`src/rtl/mem_access_unit.sv`:
```
// mem_access_unit: CPU-facing load/store unit in front of a byte-addressed
// memory_block. Checks the range of each request, drives registered memory
// strobes for WAIT_CYCLES cycles, then returns one response.
//
// Handshake semantics (both channels): a transfer happens on a rising edge
// where valid and ready are both 1. req_ready is 1 only in IDLE. A request
// presented in any other state is ignored, not queued. resp_valid stays high,
// with resp_rdata and resp_err stable, until the edge where resp_ready is 1.
// resp_ready has no effect while resp_valid is 0.
module mem_access_unit #(
  parameter int MEM_BYTES   = 128,
  parameter int WAIT_CYCLES = 1
) (
  input  logic        clk,
  input  logic        reset,
  input  logic        req_valid,
  output logic        req_ready,
  input  logic        req_write,
  input  logic        req_byte,
  input  logic        req_signed,
  input  logic [17:0] req_addr,
  input  logic [31:0] req_wdata,
  output logic        resp_valid,
  input  logic        resp_ready,
  output logic [31:0] resp_rdata,
  output logic        resp_err,
  output logic        memRead,
  output logic        memWrite,
  output logic        byteOperations,
  output logic [17:0] address,
  output logic [31:0] write_data,
  input  logic [31:0] read_data,
  output logic [1:0]  dbg_state
);

  typedef enum logic [1:0] {IDLE, ACCESS, RESP, ERR} state_t;

  localparam logic [18:0] LIMIT     = 19'(MEM_BYTES);
  localparam logic [3:0]  LAST_WAIT = 4'(WAIT_CYCLES - 1);

  state_t      state_q, state_d;
  logic [3:0]  wait_cnt;
  logic        lat_write;
  logic        lat_byte;
  logic        lat_signed;
  logic [18:0] last_byte;
  logic        in_range;
  logic        wait_done;

  // Highest byte the request touches, computed in 19 bits so that addresses
  // near the top of the 18-bit space cannot wrap back into range.
  always_comb begin
    last_byte = {1'b0, req_addr} + (req_byte ? 19'd0 : 19'd3);
    in_range  = (last_byte < LIMIT);
    wait_done = (wait_cnt == LAST_WAIT);
  end

  // State register.
  always_ff @(posedge clk) begin
    if (reset) state_q <= IDLE;
    else       state_q <= state_d;
  end

  // Next-state logic and the state-decoded handshake outputs.
  always_comb begin
    state_d    = state_q;
    req_ready  = 1'b0;
    resp_valid = 1'b0;
    resp_err   = 1'b0;
    case (state_q)
      IDLE: begin
        req_ready = 1'b1;
        if (req_valid) state_d = in_range ? ACCESS : ERR;
      end
      ACCESS: begin
        if (wait_done) state_d = RESP;
      end
      RESP: begin
        resp_valid = 1'b1;
        if (resp_ready) state_d = IDLE;
      end
      ERR: begin
        resp_valid = 1'b1;
        resp_err   = 1'b1;
        if (resp_ready) state_d = IDLE;
      end
      default: state_d = IDLE;
    endcase
  end

  assign dbg_state = state_q;

  // Request latch, registered memory strobes, wait counter and load capture.
  // address/write_data are loaded only for accepted in-range requests, so they
  // hold their last values outside ACCESS.
  always_ff @(posedge clk) begin
    if (reset) begin
      wait_cnt       <= 4'd0;
      lat_write      <= 1'b0;
      lat_byte       <= 1'b0;
      lat_signed     <= 1'b0;
      memRead        <= 1'b0;
      memWrite       <= 1'b0;
      byteOperations <= 1'b0;
      address        <= 18'd0;
      write_data     <= 32'd0;
      resp_rdata     <= 32'd0;
    end else begin
      case (state_q)
        IDLE: begin
          if (req_valid) begin
            lat_write  <= req_write;
            lat_byte   <= req_byte;
            lat_signed <= req_signed;
            wait_cnt   <= 4'd0;
            resp_rdata <= 32'd0;
            if (in_range) begin
              memRead        <= ~req_write;
              memWrite       <= req_write;
              byteOperations <= req_byte;
              address        <= req_addr;
              write_data     <= req_wdata;
            end
          end
        end
        ACCESS: begin
          if (wait_done) begin
            memRead        <= 1'b0;
            memWrite       <= 1'b0;
            byteOperations <= 1'b0;
            if (lat_write)     resp_rdata <= 32'd0;
            else if (lat_byte) resp_rdata <= {{24{lat_signed & read_data[7]}}, read_data[7:0]};
            else               resp_rdata <= read_data;
          end else begin
            wait_cnt <= wait_cnt + 4'd1;
          end
        end
        default: ;
      endcase
    end
  end

endmodule

```
`config.mk`:
```
export PLATFORM = sky130hd
export DESIGN_NAME = mem_access_unit
export DESIGN_NICKNAME = d
export VERILOG_FILES = /design/src/rtl/mem_access_unit.sv
export SDC_FILE = /design/constraint.sdc
export NUM_CORES = 1
export LEC_CHECK = 0
export ABC_AREA = 1
export BUFFER_PORTS_ARGS = -buffer_cell sky130_fd_sc_hd__buf_2
export CORE_AREA = 4 4 118 120
export CTS_BUF_LIST = sky130_fd_sc_hd__clkbuf_16
export DETAILED_ROUTE_END_ITERATION = 8
export DIE_AREA = 0 0 122 124
export HOLD_SLACK_MARGIN = 0.03
export PLACE_DENSITY = 0.58
export REMOVE_ABC_BUFFERS = 1
export SETUP_SLACK_MARGIN = 0.15
export SYNTH_ARGS = -nofsm -noshare
export SYNTH_HDL_FRONTEND = slang
export SYNTH_SLANG_ARGS = --single-unit
```
`constraint.sdc`:
```
create_clock -name clk -period 3.66 [get_ports clk]
set_input_delay 0.183 -clock clk [delete_from_list [all_inputs] [get_ports clk]]
set_output_delay 0.183 -clock clk [all_outputs]
set_load 0.02 [all_outputs]
```
==> summary.txt <==
Die
  • Die height: 124 um
  • Die span in x: 122 um
  • Die ar.: 0.0151 sq mm
  • I/O pin cnt: 179
  • Core ar.: 0.0130 sq mm
  • Initial Util: 33.3%
  • Site row count: 42

Logic synthesis
  • Leading area contributor after synthesis: dfxtp_1
  • Synth warn: 0
  • Most used DFF post-synth: dfxtp_1
  • Avg Cell Area, Syn: 7.27 sq um
  • Synth top cells by count: 148 x nand2_1, 94 x dfxtp_1, 84 x nor2_1
  • Share of the synthesized area in the top cell type: 43.5%
  • Syn Inst Count: 595
  • Asr flop ratio synth: 0%
  • Number of synthesized flops with an enable pin: 0
  • Sequential share of the synthesized area: 43.5%
  • Distinct cells, synth: 28
  • Count leader, synth: nand2_1
  • Synth top area cells: dfxtp_1 44%, nand2_1 13%, a21oi_1 8.3%, nor2_1 7.3%, nand3b_1 6.6%
  • Seq cells post-synth: 94
  • Post-Syn Area: 0.00433 sq mm

Clock network
  • Clk_lat worst skew: 0.34 ns
  • Longest Clk Path Bufs: 2
  • Post-CTS sizing: 0
  • CTS root buffer: clkbuf_16
  • CTS Hold Bufs: 0
  • Clk pin slew, worst setup/hold paths: 0.06 ns
  • CTS HTree Levels: 3
  • CTS Sinks: 94
  • TritonCTS clock tree: done
  • Postcts setup bufs: 0
  • Number of CTS-inserted buffers: 9

Timing
  • Final hold violation count: 0
  • # setup viols final: 0
  • Hold WS: 0.113 ns
  • Setup TNS: 0 ns
  • Relative slew slack: 29.8%
  • RSZ-0062 raised after global routing: no
  • Tmin final: 2.44 ns
  • Fmax: 409 MHz
  • Tightest Pin Transition: 1.05 ns
  • Clock Skew: 0.00406 ns
  • Period utilization: 66.8%
  • Final WS setup: 1.22 ns
  • Final Max Slew Viols: 0

Power and ir drop
  • Leakage: 2.57 nW
  • Power per cell area: 423 mW/mm^2
  • VDD IR max: 0.193 mV
  • Tot Pwr: 2.37 mW

Layout
  • Antenna diode count: 0
  • Area of the multi-input gates: 0.00213 sq mm
  • Number of fill cells: 1364
  • Post-route cell area: 0.00561 sq mm
  • Area grow syn2layout: 29.8%
  • Register area: 0.00188 sq mm
  • Total Nets Final: 840
  • Layout cells sized above 1: 29.4%
  • Finished Core Util: 43.3%
  • Cell Count, Final, Fillers Out: 928

Critical path
  • Most common cell on crit path: nand2_1
  • CP Class: in2reg
  • CP cell instances: buf_2 -> inv_2 -> ha_1 -> nand3_2 -> nand2_2 -> nand3_2 -> nor3_1 -> nor2_1 -> nand2_1 -> nor2_2 -> nand2_2 -> clkinv_2 -> nand2_1 -> nand2_1 -> nor2_1
  • Critical path launch point type: primary input
  • Critical path's slowest cell: nand2_1
  • Worst path arrival time: 2.72 ns
  • R2r setup slk: 1.43 ns
  • Maximum fanout along the worst path: 47
  • Crit. End Element: flip-flop
  • Worst stage delay on the critical path: 0.53 ns
  • Critical Path RT: 3.93 ns

Global route
  • GR Util All Layers: 16.2%
  • Largest net degree at the start of global routing: 48
  • Initial antenna violation count: 1
  • Total gr overflow: 0
  • First-pass GRT wire length: 20.0 mm
  • Vias in the first global route: 4086

Place
  • PortBufs: 178
  • Pre-CTS setup slack: 0.847 ns
  • Placed Cells: 913
  • Placed Area: 0.00531 sq mm
  • Final GP Congestion: 0.873
  • HPWL after detailed placement: 8.96 mm

Routing
  • DR vias: 4461
  • DR WL/cell: 13.5 um
  • Vias/cell: 4.81
  • Drt drc: 0
  • DR iter-0 viols: 281
  • WL final: 12.5 mm
  • Remaining antenna violation count: 0
  • Drt pass-1 iters: 4

Outcome
  • Status: finished clean

Run
  • Max-Cap Viols: 0

Worst hold path
  • Worst min path class: in2reg
[cells by family after synthesis]
kind of cell	after synthesis	synth area share, %
simple gates	308	31.7
flops	94	43.5
buf+inv	73	7.29
compound gates	117	16.7
fa+ha+maj	3	0.868
[worst max-delay path: cells and delay by family]
family        cells  cell delay, ns
buf+inv           3            0.64
simple gates     11            1.56
fa+ha+maj         1            0.33
[path summary, 6_finish.rpt]
kind,end,startpoint,depth (start not counted)
worst max-delay path,address[11],req_byte,15
worst min-delay path,resp_rdata[1],read_data[1],3
worst max register to register,dbg_state[0],dbg_state[0],8
worst min register to register,address[13],address[13],2
[cell usage in the layout (no fill, tap or decap), drive strengths merged]
master	netlist	routed
o211ai	1	1
inv	28	30
o2111ai	24	24
o21ai	8	8
bufinv	0	2
buf	18	186
o31ai	1	1
a21oi	82	82
nand2	150	150
clkinvlp	0	1
nand4	5	5
nor3	4	4
and2	1	1
clkbuf	26	9
nand3b	38	38
o21bai	1	1
ha	3	3
nor2	87	87
clkinv	1	2
dfxtp	94	94
nand3	23	23
[layout make-up]
cell class,instances,share of cell area [%]
timing repair buffer,186,17.2
tap,176,3.92
clock buffer,9,4.01
multi-input combinational,428,38.0
clock inverter,6,1.43
inverter,29,1.96
sequential,94,33.5
[layer usage]
metal,track usage (%),vias to the layer above,wire length [um]
li1,-,2283,-
met2,28.0,120,6100
met4,5.18,2,176
met1,20.3,2040,5470
met5,0,-,8
met3,3.27,16,774
[sequential cells by signal, indices dropped and copies added, names as in the netlist]
signal / flops
address: 18
byteOperations: 1
dbg_state: 2
lat_byte: 1
lat_signed: 1
lat_write: 1
memRead: 1
memWrite: 1
resp_rdata: 32
wait_cnt: 4
write_data: 32
[power by group]
group	switching, mW	total [mW]	internal (mW)
clock network	0.382	0.970	0.589
registers	0.0147	1.06	1.05
logic	0.237	0.345	0.108
Note: power is estimated with default switching activity, not from simulation.
